`config.mk`:
```
export PLATFORM = sky130hd
export DESIGN_NAME = his_reader
export DESIGN_NICKNAME = d
export VERILOG_FILES = /design/src/rtl/his_pkg.sv /design/src/rtl/his_peak_tracker.sv /design/src/rtl/his_reader.sv
export SDC_FILE = /design/constraint.sdc
export NUM_CORES = 1
export LEC_CHECK = 0
export ABC_AREA = 0
export CAP_MARGIN = 20
export CELL_PAD_IN_SITES_DETAIL_PLACEMENT = 0
export CELL_PAD_IN_SITES_GLOBAL_PLACEMENT = 1
export CORE_MARGIN = 2
export CORE_UTILIZATION = 35
export DETAILED_ROUTE_END_ITERATION = 8
export PLACE_DENSITY_LB_ADDON = 0.1
export SLEW_MARGIN = 20
export SYNTH_ARGS = -nofsm -noshare
export SYNTH_HDL_FRONTEND = slang
export SYNTH_HIERARCHICAL = 1
export SYNTH_SLANG_ARGS = --single-unit
```
`constraint.sdc`:
```
create_clock -name clk -period 5.6 [get_ports clk]
set_clock_uncertainty 0.05 [all_clocks]
set_input_delay 1.12 -clock clk [delete_from_list [all_inputs] [get_ports clk]]
set_output_delay 1.12 -clock clk [all_outputs]
set_load 0.05 [all_outputs]
```
`src/rtl/his_pkg.sv`:
```
// Shared histogram constants and readout state encoding, common to builder and reader.
// Parameters here are defaults only; instances may override them.
package his_pkg;

  localparam int HIS_NB        = 8;
  localparam int HIS_COUNT_W   = 16;
  localparam int HIS_PIXEL_NUM = 200;
  localparam int HIS_PIX_W     = 8;

  typedef enum logic [1:0] {
    IDLE = 2'd0,
    READ = 2'd1,
    CAPT = 2'd2,
    OUT  = 2'd3
  } his_state_t;

endpackage

```
`src/rtl/his_peak_tracker.sv`:
```
// Per-pixel maximum finder over the readout stream; result pulses one cycle after the bin_last beat.
// Consumes only accepted beats, so it follows the stream's backpressure implicitly.
module his_peak_tracker #(
  parameter int NB      = 8,
  parameter int COUNT_W = 16
) (
  input  logic               clk,
  input  logic               res,
  input  logic               beat,
  input  logic [NB-1:0]      bin,
  input  logic [COUNT_W-1:0] count,
  input  logic               last,
  output logic               peak_valid,
  output logic [NB-1:0]      peak_bin,
  output logic [COUNT_W-1:0] peak_count
);

  logic [COUNT_W-1:0] max_cnt;
  logic [NB-1:0]      max_bin;
  logic [COUNT_W-1:0] cnt_nxt;
  logic [NB-1:0]      bin_nxt;

  // Bin 0 restarts the search; strict compare keeps the earliest bin on ties.
  always_comb begin
    cnt_nxt = max_cnt;
    bin_nxt = max_bin;
    if ((bin == '0) || (count > max_cnt)) begin
      cnt_nxt = count;
      bin_nxt = bin;
    end
  end

  always_ff @(posedge clk or negedge res) begin
    if (!res) begin
      max_cnt    <= '0;
      max_bin    <= '0;
      peak_valid <= 1'b0;
      peak_bin   <= '0;
      peak_count <= '0;
    end else begin
      peak_valid <= 1'b0;
      if (beat) begin
        max_cnt <= cnt_nxt;
        max_bin <= bin_nxt;
        if (last) begin
          peak_valid <= 1'b1;
          peak_bin   <= bin_nxt;
          peak_count <= cnt_nxt;
        end
      end
    end
  end

endmodule

```
`src/rtl/his_reader.sv`:
```
// Walks and clears every bin of the completed ping-pong bank, 3 cycles/bin, first beat 3 cycles after toggle.
// Holds beat and RAM address while bin_ready is low; HIS_READER_PEAK_EN adds per-pixel peak outputs.
module his_reader
  import his_pkg::*;
#(
  parameter int NB        = HIS_NB,
  parameter int COUNT_W   = HIS_COUNT_W,
  parameter int PIXEL_NUM = HIS_PIXEL_NUM,
  parameter int PIX_W     = HIS_PIX_W
) (
  input  logic               clk,
  input  logic               res,
  input  logic               hisNum,
  output logic               ram_rd_en,
  output logic               ram_clr_en,
  output logic               ram_bank,
  output logic [PIX_W-1:0]   ram_pix,
  output logic [NB-1:0]      ram_bin,
  input  logic [COUNT_W-1:0] ram_rd_data,
  output logic               bin_valid,
  input  logic               bin_ready,
  output logic [COUNT_W-1:0] bin_data,
  output logic [NB-1:0]      bin_idx,
  output logic [PIX_W-1:0]   pix_idx,
  output logic               bin_last,
  output logic               frame_last,
  output logic               busy,
  output logic               overrun
`ifdef HIS_READER_PEAK_EN
  ,
  output logic               peak_valid,
  output logic [NB-1:0]      peak_bin,
  output logic [COUNT_W-1:0] peak_count
`endif
);

  localparam logic [NB-1:0]    BIN_MAX = {NB{1'b1}};
  localparam logic [PIX_W-1:0] PIX_MAX = PIX_W'(PIXEL_NUM - 1);

  his_state_t       state, state_nxt;
  logic             his_q;
  logic             tog;
  logic             hs;
  logic             start;
  logic             ovr_set;
  logic             frame_end;
  logic [PIX_W-1:0] pix;
  logic [NB-1:0]    bin;

  assign tog        = hisNum ^ his_q;
  assign bin_last   = (bin == BIN_MAX);
  assign frame_end  = bin_last && (pix == PIX_MAX);
  assign frame_last = frame_end;
  assign busy       = (state != IDLE);
  assign ram_clr_en = hs;
  assign ram_pix    = pix;
  assign ram_bin    = bin;
  assign pix_idx    = pix;
  assign bin_idx    = bin;

  always_ff @(posedge clk or negedge res) begin
    if (!res) begin
      state <= IDLE;
    end else begin
      state <= state_nxt;
    end
  end

  always_comb begin
    state_nxt = state;
    ram_rd_en = 1'b0;
    hs        = 1'b0;
    start     = 1'b0;
    ovr_set   = 1'b0;
    case (state)
      IDLE: begin
        if (tog) begin
          state_nxt = READ;
          start     = 1'b1;
        end
      end
      READ: begin
        ram_rd_en = 1'b1;
        ovr_set   = tog;
        state_nxt = CAPT;
      end
      CAPT: begin
        ovr_set   = tog;
        state_nxt = OUT;
      end
      OUT: begin
        ovr_set = tog;
        if (bin_ready) begin
          hs = 1'b1;
          if (frame_end) begin
            // A toggle landing on the final beat is a fresh start, not an overrun.
            if (tog) begin
              state_nxt = READ;
              start     = 1'b1;
              ovr_set   = 1'b0;
            end else begin
              state_nxt = IDLE;
            end
          end else begin
            state_nxt = READ;
          end
        end
      end
      default: state_nxt = IDLE;
    endcase
  end

  always_ff @(posedge clk or negedge res) begin
    if (!res) begin
      his_q     <= 1'b0;
      ram_bank  <= 1'b0;
      pix       <= '0;
      bin       <= '0;
      bin_data  <= '0;
      bin_valid <= 1'b0;
      overrun   <= 1'b0;
    end else begin
      his_q <= hisNum;
      if (start) begin
        ram_bank <= his_q;
        pix      <= '0;
        bin      <= '0;
      end else if (hs) begin
        bin <= bin + 1'b1;
        if (bin_last) begin
          pix <= frame_end ? '0 : pix + 1'b1;
        end
      end
      if (state == CAPT) begin
        bin_data  <= ram_rd_data;
        bin_valid <= 1'b1;
      end else if (hs) begin
        bin_valid <= 1'b0;
      end
      if (ovr_set) begin
        overrun <= 1'b1;
      end
    end
  end

`ifdef HIS_READER_PEAK_EN
  his_peak_tracker #(
    .NB      (NB),
    .COUNT_W (COUNT_W)
  ) u_peak (
    .clk        (clk),
    .res        (res),
    .beat       (hs),
    .bin        (bin),
    .count      (bin_data),
    .last       (bin_last),
    .peak_valid (peak_valid),
    .peak_bin   (peak_bin),
    .peak_count (peak_count)
  );
`endif

endmodule
```
### Word level (Yosys, flattened, before mapping)

Cells that the tools add are included.

| word-level totals | value |
|---|---|
| register bits | 38 |
| bits of input ports | 20 |
| output and inout port bits | 56 |

| cells by class | value |
|---|---|
| $add $sub $neg | 2 |
| eq/ne operators | 7 |
| muxes and demuxes | 23 |
| bitwise operators | 1 |
| reductions and logical operators | 9 |

Operators by type and width:

| kind | number |
|---|---|
| 8-bit 2-to-1 mux | 6 |
| 8-bit by 1-bit adder with 8-bit output, second input constant | 2 |
| 8-bit equality test, second input constant | 2 |
| 1-bit 2-to-1 mux | 11 |
| 2-bit case mux with 4 select lines | 1 |
| 2-bit nonzero test | 4 |
| 2-bit 2-to-1 mux | 3 |
| 2-bit equality test, second input constant | 2 |
| 2-bit inequality test, second input constant | 2 |
| 1-bit case mux with 2 select lines | 2 |
| 2-bit AND reduction | 2 |
| 2-bit by 1-bit equality test with 1-bit output, second input constant | 1 |
| 2-bit logical NOT | 1 |
| 2-bit OR reduction | 1 |
| 1-bit logical AND | 1 |
| 1-bit XOR | 1 |

### Logic depth before layout (Yosys ltp)

| depth | value |
|---|---|
| word-level depth | 7 |
| gate-level depth with buffers | 7 |

### Least setup slack after synthesis

No wires, ideal clock.

| timing | value |
|---|---|
| path type | register -> output |
| start | register bin[0], in the netlist bin_idx[0] |
| end | output frame_last |
| arrival | 2436 ps |
| data required time | 4430 ps |
| setup slack | 1994 ps |
| cell stages (with the launch flop) | 5 |
| cells stage by stage | dfrtp_1 ha_1 nand3_1 nor2_1 and2_1 |

| between the ends | value |
|---|---|
| word-level cells in the longest chain between the ends | 2 |

RTL lines:

| element | line | text |
|---|---|---|
| from (decl) | his_reader.sv:48 | `logic [NB-1:0] bin;` |
| from (signal assigned) | his_reader.sv:129 | `bin <= bin + 1'b1;` |
| 8-bit equality test | his_reader.sv:51 | `assign bin_last = (bin == BIN_MAX);` |
| named net bin_last | his_reader.sv:25 | `output logic bin_last,` |
| 1-bit logical AND | his_reader.sv:52 | `assign frame_end = bin_last && (pix == PIX_MAX);` |
| to (decl) | his_reader.sv:26 | `output logic frame_last,` |

The timed path passes the listed nets, and every way through them passes these cells.

### Worst setup path after layout

| timing | value |
|---|---|
| start | input bin_ready |
| end | output ram_clr_en |

| between the ends | value |
|---|---|
| word-level cells in the longest chain between the ends | 2 |

RTL lines:

| element | line | text |
|---|---|---|
| from (decl) | his_reader.sv:21 | `input logic bin_ready,` |
| 1-bit 2-to-1 mux | his_reader.sv:93 | `if (bin_ready) begin` |
| 1-bit 2-to-1 mux | his_reader.sv:75 | `case (state)` |
| to (decl) | his_reader.sv:15 | `output logic ram_clr_en,` |

No other way between the ends.

==> impl_results.md <==
* CTS clk-pin slew, worst paths at 0.07 ns
* Rows at 26
* Port Buffers at 75
* Commonest non-fill, non-tap cell in the layout: clkdlybuf4s50_1
* CTS sink cnt at 38
* Worst-Margin Slew at 0.9101 ns
* Worst hold path class: flip-flop to flip-flop
* GRT Total Usage at 15.47%
* Num CTS Buffers at 5
* Distinct cell type count after synthesis at 35
* Clk buf depth at 2
* R2R depth at 6
* Share of cells above drive strength 1 at 12.99%
* Hold path start: overrun
* Vias in the first global route at 1,539
* Routability Congestion at 0.7239
* Initial antenna violation count at 0
* Crit-path slowest cell: clkdlybuf4s50_1
* Net Sw Frac at 46.90%
* Status: completed
* Starting Density at 36.53%
* Hold Path End: overrun
* Register area at 950.9 um^2
* Max IR drop VDD at 375.5 uV
* HPWL Detailed at 3.138 mm
* H-tree depth at 2
* Sequential fraction of the synthesis area at 50.33%
* CTS resizes at 0
* Arrival time worst endpoint at 2.80 ns
* DIE HEIGHT at 77.47 um
* Synth Area per Inst at 11.25 um^2
* Worst setup SP type: primary input
* Most common cell on crit path: clkdlybuf4s50_1
* Largest stage delay, worst path at 0.83 ns
* Total power at 1.398 mW
* GRT Residual Overflow at 0
* Diodes inserted at 0
* Mapped Nets at 194
* Max-slew violations at 0
* Die width at 77.47 um
* Comb power frac at 56.7%
* # fillers at 476
* Switching Power at 655.8 uW
* Kind of critical path: primary input to output port
* Setup Fix Bufs, Post-CTS at 0
* LEAKAGE at 1.123 nW
* # IOs at 76
* Hold_buf cts at 0
* MaxCap Viol Count at 0
* PwrDens at 522.3 nW/um^2
* Vias/cell at 4.834
* Post-Route WL at 4.211 mm
* First-pass GRT wire length at 7.334 mm
* Drt wl/cell at 13.99 um
* FFs w/ async S/R, synth at 100.0%
* Top_reg_cell synth: dfrtp_1
* Multi-input logic area at 788.3 um^2
* 1st-iter DRT viols at 49
* Area growth syn-to-layout at 41.72%
* RR Endpoint: bin_idx[7]
* Minimum clock period at 3.972 ns
* Largest net degree at the start of global routing at 39
* Synth Instances at 168
* Synthesis Warnings at 6
* Routed Antenna Nets at 0
* Layout Nets at 258
* Core Region at 5172 um^2
* CP Cell Sequence: clkdlybuf4s50_1 -> nand2_1 -> clkinv_1 -> clkdlybuf4s50_1
* Worst path required time at 4.43 ns
* R2r startpoint: pix_idx[0]
* Post-synth EDFFs at 0
* Max-slew headroom at 38.86%
* RSZ-0062 raised after global routing: no
* DRC viols at 0
* Most frequent cells in the layout: clkdlybuf4s50_1 (74), dfrtp_1 (38), mux2_2 (16), nor2_1 (13), nand2_1 (13)
* Fmax at 251.8 MHz
* Reg power frac at 30.0%
* Clk_lat worst skew at 0.29 ns
* Hold Fails Final Rpt at 0
* Die area at 6002 um^2
* Register-to-Register Setup Slack at 3.30 ns
* Clk root buf: clkbuf_8
* Final Setup Violations at 0
* CP endpoint kind: output port
* Worst setup path start: bin_ready
* Setup_tns at 0 ns
* Clock power frac at 13.3%
* CP max FO at 8
* Yosys reg bits at 38
* DR pass1 iterations at 4
* Min-Delay Path Depth at 2
* P_int at 742.6 uW
* Final period utilization at 70.93%
* Routed via count at 1,455
* CTS tree: built
* Synthesized area at 1889 um^2
power groups by stage:
stage                     logic [mW]  registers (mW)  clock network [mW]
final                          0.792           0.420               0.186
after global routing           0.838           0.435               0.204
after CTS                      0.803           0.422               0.194
after detailed placement       0.801           0.424                   0
after global placement         0.789           0.419                   0
after floorplan                0.295           0.680                   0
worst max path at each step:
stage                     slack (ns)         end  cells after the start
after floorplan                 1.99  frame_last                      4
after global placement          1.64  ram_clr_en                      4
after detailed placement        1.61  ram_clr_en                      4
after CTS                       1.61  ram_clr_en                      4
after global routing            1.53  ram_clr_en                      4
final                           1.63  ram_clr_en                      4
logic make-up (layout without fill, tap and decap cells):
logic type | Yosys count | count (layout) | synth area share, %
buffers and inverters | 24 | 87 | 7.947
DFF | 38 | 38 | 50.33
adders and majority gates | 6 | 6 | 3.973
muxes | 17 | 17 | 10.07
xor gates and xnor gates | 11 | 11 | 5.099
and+or+nand+nor | 54 | 54 | 16.36
AOI/OAI and AO/OA | 18 | 18 | 6.226
critical path, delay by kind of cell:
kind                   cells  cell delay [ns]
buffers and inverters      3             1.53
AND/OR/NAND/NOR            1             0.15
cells in the mapped netlist, types with 2 or more instances:
cell      n  area, um^2
a21oi_1   7       35.03
and3_1    3       18.77
nand2_1  13       48.80
nor3_1    2       10.01
dfrtp_1  38       950.9
o22a_1    2       17.52
xor2_1    7       61.31
nor2b_1   2       12.51
a21oi_2   2       17.52
mux2_2   16       180.2
inv_1     5       18.77
xnor2_1   4       35.03
nor2_1   13       48.80
nand4_1   6       37.54
ha_1      6       75.07
buf_4    16       120.1
nand3_1   3       15.01
or3_1     4       25.02
o21ai_0   3       15.01
registers in the layout (all words and copies together) (netlist names):
| signal | flops |
|---|---|
| bin_data | 16 |
| bin_idx | 8 |
| pix_idx | 8 |
| state | 2 |
| bin_valid | 1 |
| his_q | 1 |
| overrun | 1 |
| ram_bank | 1 |
routing by layer:
layer | routed length (um) | vias up | track usage (%)
met2 | 2153 | 54 | 26.43
met4 | 57 | 0 | 4.821
met5 | 0 | - | 0
met1 | 1742 | 704 | 18.57
met3 | 258 | 7 | 4.884
li1 | - | 690 | -
metrics by stage:
step	setup WS [ns]	cell area, um^2	util (%)	cells	hold WS (ns)
after floorplan	1.994	1889	-	168	0.4525
after global placement	1.643	2595	50.17	295	0.4147
after detailed placement	1.613	2595	50.17	295	0.4165
after CTS	1.610	2678	51.77	301	0.4395
after global routing	1.526	2678	51.77	301	0.4815
final	1.628	2678	51.77	301	0.4391
cell type report:
cell class                 count  share of cell area (%)
clock buffer                   6                   3.084
inverter                       6                  0.8411
multi-input combinational    106                   29.44
sequential                    38                   35.51
tap                           70                   3.271
timing repair buffer          75                   27.85
Note: power is estimated with default switching activity, not from simulation.
